--- config.mk ---
export PLATFORM = sky130hd
export DESIGN_NAME = mem_arbiter
export DESIGN_NICKNAME = d
export VERILOG_FILES = /design/src/rtl/mem_arbiter_pkg.sv /design/src/rtl/mem_arbiter_pick.sv /design/src/rtl/mem_arbiter.sv
export SDC_FILE = /design/constraint.sdc
export NUM_CORES = 1
export LEC_CHECK = 0
export CAP_MARGIN = 20
export CORE_MARGIN = 2
export CORE_UTILIZATION = 47
export DETAILED_ROUTE_END_ITERATION = 10
export GPL_TIMING_DRIVEN = 0
export HOLD_SLACK_MARGIN = 0.03
export PLACE_DENSITY = 0.86
export SLEW_MARGIN = 15
export SYNTH_ARGS = -nofsm -noshare
export SYNTH_HDL_FRONTEND = slang
export SYNTH_SLANG_ARGS = --single-unit
--- constraint.sdc ---
create_clock -name clk -period 10 [get_ports clk]
set_input_delay 1.5 -clock clk [delete_from_list [all_inputs] [get_ports clk]]
set_output_delay 1.5 -clock clk [all_outputs]
set_load 0.1 [all_outputs]
--- src/rtl/mem_arbiter_pkg.sv ---
// Shared types for the unified-memory arbiter: FSM states, owner encoding
// and the latency-counter width helper.
package mem_arb_pkg;

    typedef enum logic [1:0] {IDLE, ISSUE, WAIT, DONE} arb_state_t;
    typedef enum logic {OWN_IF = 1'b0, OWN_DM = 1'b1} arb_owner_t;

    function automatic int cnt_w(input int lat);
        return (lat < 1) ? 1 : $clog2(lat + 1);
    endfunction

endpackage

--- src/rtl/mem_arbiter_pick.sv ---
// Winner selection between fetch and data requesters.
// ARB_RR_EN: alternate winners on contention using ptr; otherwise DM always wins.
module arb_pick
    import mem_arb_pkg::*;
(
    input  logic if_req,
    input  logic dm_req,
`ifdef ARB_RR_EN
    input  logic ptr,
`endif
    output logic grant,
    output logic win_dm
);

    always_comb begin
        grant  = if_req | dm_req;
`ifdef ARB_RR_EN
        if (if_req && dm_req)
            win_dm = (ptr == OWN_DM);
        else
            win_dm = dm_req;
`else
        win_dm = dm_req;
`endif
    end

endmodule

--- src/rtl/mem_arbiter.sv ---
// Single-port fixed-latency memory shared by instruction fetch and data access.
// Build option ARB_RR_EN enables round-robin on contention (default: DM priority).
module mem_arbiter
    import mem_arb_pkg::*;
#(
    parameter int ADDR_W  = 9,
    parameter int DATA_W  = 32,
    parameter int MEM_LAT = 2
) (
    input  logic                clk,
    input  logic                reset,
    input  logic                if_req,
    input  logic [ADDR_W-1:0]   if_addr,
    output logic [DATA_W-1:0]   if_rdata,
    output logic                if_done,
    output logic                if_stall,
    input  logic                dm_read,
    input  logic                dm_write,
    input  logic [ADDR_W-1:0]   dm_addr,
    input  logic [DATA_W-1:0]   dm_wdata,
    input  logic [DATA_W/8-1:0] dm_be,
    output logic [DATA_W-1:0]   dm_rdata,
    output logic                dm_done,
    output logic                dm_stall,
    output logic                mem_en,
    output logic                mem_we,
    output logic [ADDR_W-1:0]   mem_addr,
    output logic [DATA_W-1:0]   mem_wdata,
    output logic [DATA_W/8-1:0] mem_be,
    input  logic [DATA_W-1:0]   mem_rdata
);

    localparam int CW = cnt_w(MEM_LAT);
    localparam int BW = DATA_W / 8;

    arb_state_t          state, state_nxt;
    arb_owner_t          owner;
    logic [ADDR_W-1:0]   addr_q;
    logic [DATA_W-1:0]   wdata_q;
    logic [BW-1:0]       be_q;
    logic                we_q;
    logic [CW-1:0]       cnt;
    logic [DATA_W-1:0]   if_rdata_q, dm_rdata_q;
    logic                dm_req, grant, win_dm;

    assign dm_req = dm_read | dm_write;

`ifdef ARB_RR_EN
    arb_owner_t ptr;

    arb_pick u_pick (
        .if_req (if_req),
        .dm_req (dm_req),
        .ptr    (ptr),
        .grant  (grant),
        .win_dm (win_dm)
    );

    // Pointer names who wins the next contention; uncontended grants leave it alone.
    always_ff @(posedge clk or posedge reset) begin
        if (reset)
            ptr <= OWN_DM;
        else if (state == IDLE && if_req && dm_req)
            ptr <= win_dm ? OWN_IF : OWN_DM;
    end
`else
    arb_pick u_pick (
        .if_req (if_req),
        .dm_req (dm_req),
        .grant  (grant),
        .win_dm (win_dm)
    );
`endif

    always_ff @(posedge clk or posedge reset) begin
        if (reset)
            state <= IDLE;
        else
            state <= state_nxt;
    end

    always_comb begin
        state_nxt = state;
        case (state)
            IDLE:    if (grant) state_nxt = ISSUE;
            ISSUE:   state_nxt = WAIT;
            WAIT:    if (cnt == '0) state_nxt = DONE;
            DONE:    state_nxt = IDLE;
            default: state_nxt = IDLE;
        endcase
    end

    // A simultaneous read+write is taken as a store; reads carry no byte enables.
    always_ff @(posedge clk or posedge reset) begin
        if (reset) begin
            owner      <= OWN_IF;
            addr_q     <= '0;
            wdata_q    <= '0;
            be_q       <= '0;
            we_q       <= 1'b0;
            cnt        <= '0;
            if_rdata_q <= '0;
            dm_rdata_q <= '0;
        end else begin
            case (state)
                IDLE: if (grant) begin
                    owner   <= win_dm ? OWN_DM : OWN_IF;
                    addr_q  <= win_dm ? dm_addr : if_addr;
                    we_q    <= win_dm & dm_write;
                    wdata_q <= win_dm ? dm_wdata : '0;
                    be_q    <= (win_dm && dm_write) ? dm_be : '0;
                end
                ISSUE: cnt <= CW'(MEM_LAT - 1);
                WAIT: begin
                    if (cnt != '0)
                        cnt <= cnt - CW'(1);
                    else if (!we_q) begin
                        if (owner == OWN_DM)
                            dm_rdata_q <= mem_rdata;
                        else
                            if_rdata_q <= mem_rdata;
                    end
                end
                default: ;
            endcase
        end
    end

    always_comb begin
        mem_en    = (state == ISSUE);
        mem_we    = (state == ISSUE) & we_q;
        mem_wdata = (state == ISSUE) ? wdata_q : '0;
        mem_be    = (state == ISSUE) ? be_q : '0;
        mem_addr  = (state == ISSUE || state == WAIT) ? addr_q : '0;
        if_done   = (state == DONE) && (owner == OWN_IF);
        dm_done   = (state == DONE) && (owner == OWN_DM);
        if_rdata  = if_rdata_q;
        dm_rdata  = (dm_done && we_q) ? '0 : dm_rdata_q;
        if_stall  = if_req & ~if_done;
        dm_stall  = dm_req & ~dm_done;
    end

endmodule

* Word level (Yosys, flattened, before mapping)
Index checks and enable logic that the tools add are counted.
W data, S select, Z words.
** Cells by class
- Bitwise operators :: 11
- Multiplexer cells :: 13
- Reduce and logical (&&, ||, !) cells :: 14
- Add/sub/neg operators :: 1
- Equal/unequal tests :: 6
** Operators with widths (number)
- $mux W32 :: 3
- $mux W9 :: 2
- $mux W4 :: 2
- $pmux W2 S4 :: 1
- $reduce_and A4 Y1 :: 2
- $mux W2 :: 3
- $ne A2 B2 Y1 const B :: 3
- $reduce_and A2 Y1 :: 3
- $not A1 Y1 :: 5
- $and A1 B1 Y1 :: 4
- $eq A2 B2 Y1 const B :: 2
- $logic_and A1 B1 Y1 :: 4
- $logic_not A2 Y1 :: 2
- $pmux W2 S2 :: 1
- $reduce_bool A2 Y1 :: 2
- $eq A2 B1 Y1 const B :: 1
- $or A1 B1 Y1 :: 2
- $sub A2 B1 Y2 const B :: 1
- $logic_or A1 B1 Y1 :: 1
- $mux W1 :: 1
** Storage, ports and cells
- Output and inout bits :: 115
- Flip-flop bits (word level) :: 115
- Input port bits :: 91
- Word-level logic and storage cells :: 54

* Logic depth before layout (Yosys ltp)
- Depth after elaboration :: 4
- Mapped depth :: 7
- Mapped depth without buffers :: 5

* Cells and area by module
From an unflattened synthesis, not the netlist that was laid out.
** Second synthesis, totals
- Cell total of the unflattened synthesis :: 452
- Area, all modules :: 5122.4 um^2
** By module, submodules not included
- mem_arbiter :: area an instance 5108.6 um^2, cells an instance 450, seq. area each 2877.8 um^2, instances 1
- arb_pick :: area an instance 13.8 um^2, cells an instance 2, seq. area each 0.0 um^2, instances 1

* Worst setup path before layout
No wires, ideal clock.
- Path type :: input -> output
- From :: input port dm_write
- To :: output port dm_stall
- Slack :: 5.325 ns
- Path buffers :: 2
- Arrival :: 3.175 ns
- Required time :: 8.500 ns
- Stages on the path :: 4
- Path through :: buf_2 nor2_1 buf_4 nor2_1
** On the way
- Word-level cells in the longest chain between the ends :: 2
** RTL lines
- from (decl) :: RTL line mem_arbiter.sv:18 : input logic dm_write,
- $or A1 B1 Y1 :: RTL line mem_arbiter.sv:46 : assign dm_req = dm_read | dm_write;
- $and A1 B1 Y1 :: RTL line mem_arbiter.sv:140 : dm_stall = dm_req & ~dm_done;
- to (decl) :: RTL line mem_arbiter.sv:24 : output logic dm_stall,
Every way passes these cells.

* Worst setup path after layout
- From :: input port dm_read
- To :: output port dm_stall
** On the way
- Word-level cells in the longest chain between the ends :: 2
** RTL lines
- from (decl) :: RTL line mem_arbiter.sv:17 : input logic dm_read,
- $or A1 B1 Y1 :: RTL line mem_arbiter.sv:46
- $and A1 B1 Y1 :: RTL line mem_arbiter.sv:140
Every way passes these cells.

==> run_results.csv <==
group,metric,value,unit
drt,dr_total_vias,3909,
timing,tightest_slew,1.03,ns
clocking,htreeDepth,4,
die,die_h,108,um
place,io_buffers,204,
place,post-dp-hpwl,9.90,mm
drt,ant_nets,0,
global_route,grt.met3_usage,9.08,%
die,coreArea,10400,um2
synth,syn_area_per_cell,13.0,um2
timing,period_needed,5.16,ns
global_route,top_usage_layer,"met2",
synth,ys_top_cells_by_count,"115 x dfrtp_1, 79 x and2_1, 62 x mux2_2",
cells_and_area,syn2layout_area_growth,55.6,%
setup_path,start_kind,"input port",
synth,synth_area_leaders,"dfrtp_1 57%, mux2_2 14%, and2_1 9.8%, a22o_1 5.5%, mux2i_1 2.0%",
global_route,antenna_found_initial,0,
synth,synth_area,5060,um2
timing,rsz0062_at_grt,"false",
die,start_util,48.8,%
place,gp_congestion,0.768,
clocking,clkTransAtPathRegs,0.06,ns
drt,drt_first_pass_iters,4,
timing,slew_headroom,31.1,%
timing,finClkSkew,0.00582,ns
clocking,clkSinkCount,115,
timing,finalHoldViolCount,0,
global_route,grt_remaining_overflow,0,
run,drv_cap,0,
synth,syn_nets,488,
die,rows,37,
timing,fmax,194,MHz
synth,yosysUniqueCellTypes,26,
synth,synth_edf_count,0,
setup_path,path_max_fanout,10,
clocking,holdBufCountCts,0,
cells_and_area,n_antenna_cell,0,
clocking,cts_made_buffers,17,
global_route,grt_util_met1,27.6,%
synth,synth-seq-cells,115,
setup_path,path_class,"in -> out",
global_route,grt_pass1_wl,21.1,mm
setup_path,critPathCaptureType,"output pin",
drt,wl_per_cell,17.9,um
timing,min_period_over_period,51.6,%
drt,avgViaCountPerCell,5.12,
global_route,grt_max_degree,68,
global_route,grt_pass1_vias,4100,
setup_path,crit_required,8.50,ns
clocking,cts_root_buf,"clkbuf_8",
global_route,met2_usage,41.5,%
synth,synth-seq-area-share,56.9,%
synth,syn_inst,390,
synth,synth.top_cell.area_share,56.9,%
timing,setup_violations,0,
timing,finalSetupTns,0,ns
synth,synth-async-reset-ratio,100,%
synth,synth_ff_type,"dfrtp_1",
drt,drt-total-wl,13.6,mm
die,die_w,108,um
clocking,cts_tree,"yes",
global_route,grt_use_total,24.1,%
cells_and_area,layout.nets,712,
setup_path,crit_arrival,3.66,ns
worst_hold_path,min-delay-path-class,"reg -> reg",
clocking,cts_setup_buffers,0,
outcome,status,"finished clean",
timing,maxSlewViolCount,0,
drt,remaining_drc_errors,0,
clocking,cts_buffer_depth,2,
die,design.die.area,11600,um2
cells_and_area,stdcell_area,7870,um2
cells_and_area,drive_gt1_share,18.7,%
place,postPlaceCellArea,7300,um2
synth,yosysMostFrequentCell,"dfrtp_1",
die,ioPinCount,206,
synth,ys_warn_count,0,
clocking,clock_latency,0.52,ns
synth,yosysTopAreaCell,"dfrtp_1",
clocking,cts_resized,0,
drt,drt-initial-drc-count,141,
cells by family (layout without fill, tap and decap cells):
| group | Yosys count | in the layout | share of synthesized area [%] |
|---|---|---|---|
| AO/OA/AOI/OAI | 46 | 46 | 7.28 |
| buffers and inverters | 31 | 268 | 3.79 |
| adder cells (fa/ha/maj) | 7 | 7 | 1.73 |
| multiplexers | 76 | 76 | 16.7 |
| flip-flops | 115 | 115 | 56.9 |
| AND/OR/NAND/NOR | 115 | 115 | 13.6 |
metal layers:
metal  share of wire [%]  wire (um)  up-vias
met5                   0          0        -
met4                 1.4        189        0
met3                 9.0       1220       19
met2                  49       6710      179
met1                  40       5510     1915
li1                    -          -     1796
layout make-up:
| type | instances | area (um2) |
|---|---|---|
| Inverter | 6 | 27.5 |
| Clock buffer | 19 | 432 |
| Timing Repair Buffer | 205 | 2070 |
| Clock inverter | 13 | 135 |
| Fill cell | 684 | 2500 |
| Tap cell | 136 | 170 |
| Buffer | 25 | 169 |
| Multi-Input combinational cell | 244 | 1990 |
| Sequential cell | 115 | 2880 |
metrics by stage:
step	std cells	hold WS, ns	setup WS (ns)	util, %
2_1_floorplan	390	0.430	5.32	-
3_3_place_gp	730	0.446	3.99	70.1
3_5_place_dp	731	0.455	4.88	70.4
4_1_cts	763	0.470	4.85	75.9
5_1_grt	763	0.498	4.77	75.9
6_report	763	0.469	4.84	75.9
state kept, by name, summed over array words and instances, names as in the netlist:
| signal | flops |
|---|---|
| cnt | 2 |
| we_q | 1 |
| be_q | 4 |
| addr_q | 9 |
| if_rdata | 32 |
| wdata_q | 32 |
| dm_rdata_q | 32 |
| state | 2 |
| owner | 1 |
critical path, stage by stage:
cell             delay [ns]
clkdlybuf4s50_1        0.52
nor2_1                 0.08
buf_4                  0.20
nor2_1                 0.16
clkdlybuf4s50_1        1.19
worst paths after layout:
path / start / endpoint / slack [ns] / depth (start not counted)
min reg2reg: be_q[3]$_DFFE_PP0P_ / be_q[3]$_DFFE_PP0P_ / 0.47 / 2
min in group asynchronous: reset / if_rdata[5]$_DFFE_PP0P_ / 1.40 / 2
min: be_q[3]$_DFFE_PP0P_ / be_q[3]$_DFFE_PP0P_ / 0.47 / 2
max in group asynchronous: reset / if_rdata[16]$_DFFE_PP0P_ / 7.93 / 3
max: dm_read / dm_stall / 4.84 / 5
max reg2reg: state[0]$_DFFE_PP0P_ / if_rdata[27]$_DFFE_PP0P_ / 8.06 / 6
layout by cell type, fill, tap and decap left out, types with 2 or more instances in the layout:
cell / instances
clkdlybuf4s50_1: 204
dfrtp_1: 115
and2_1: 79
mux2_2: 62
a22o_1: 32
nand2_1: 23
clkbuf_16: 16
mux2i_1: 10
o21ai_0: 9
clkbuf_1: 8
ha_1: 7
buf_2: 6
buf_4: 6
buf_6: 6
inv_1: 5
clkinvlp_4: 5
mux2_1: 4
nand3_1: 4
clkinv_2: 4
nor2b_1: 3
nor2_1: 2
inv_6: 2
clkbuf_8: 2
bufinv_16: 2
Power is not shown: default switching activity piles up to over one toggle a cycle in this logic, so the estimate is an artifact.
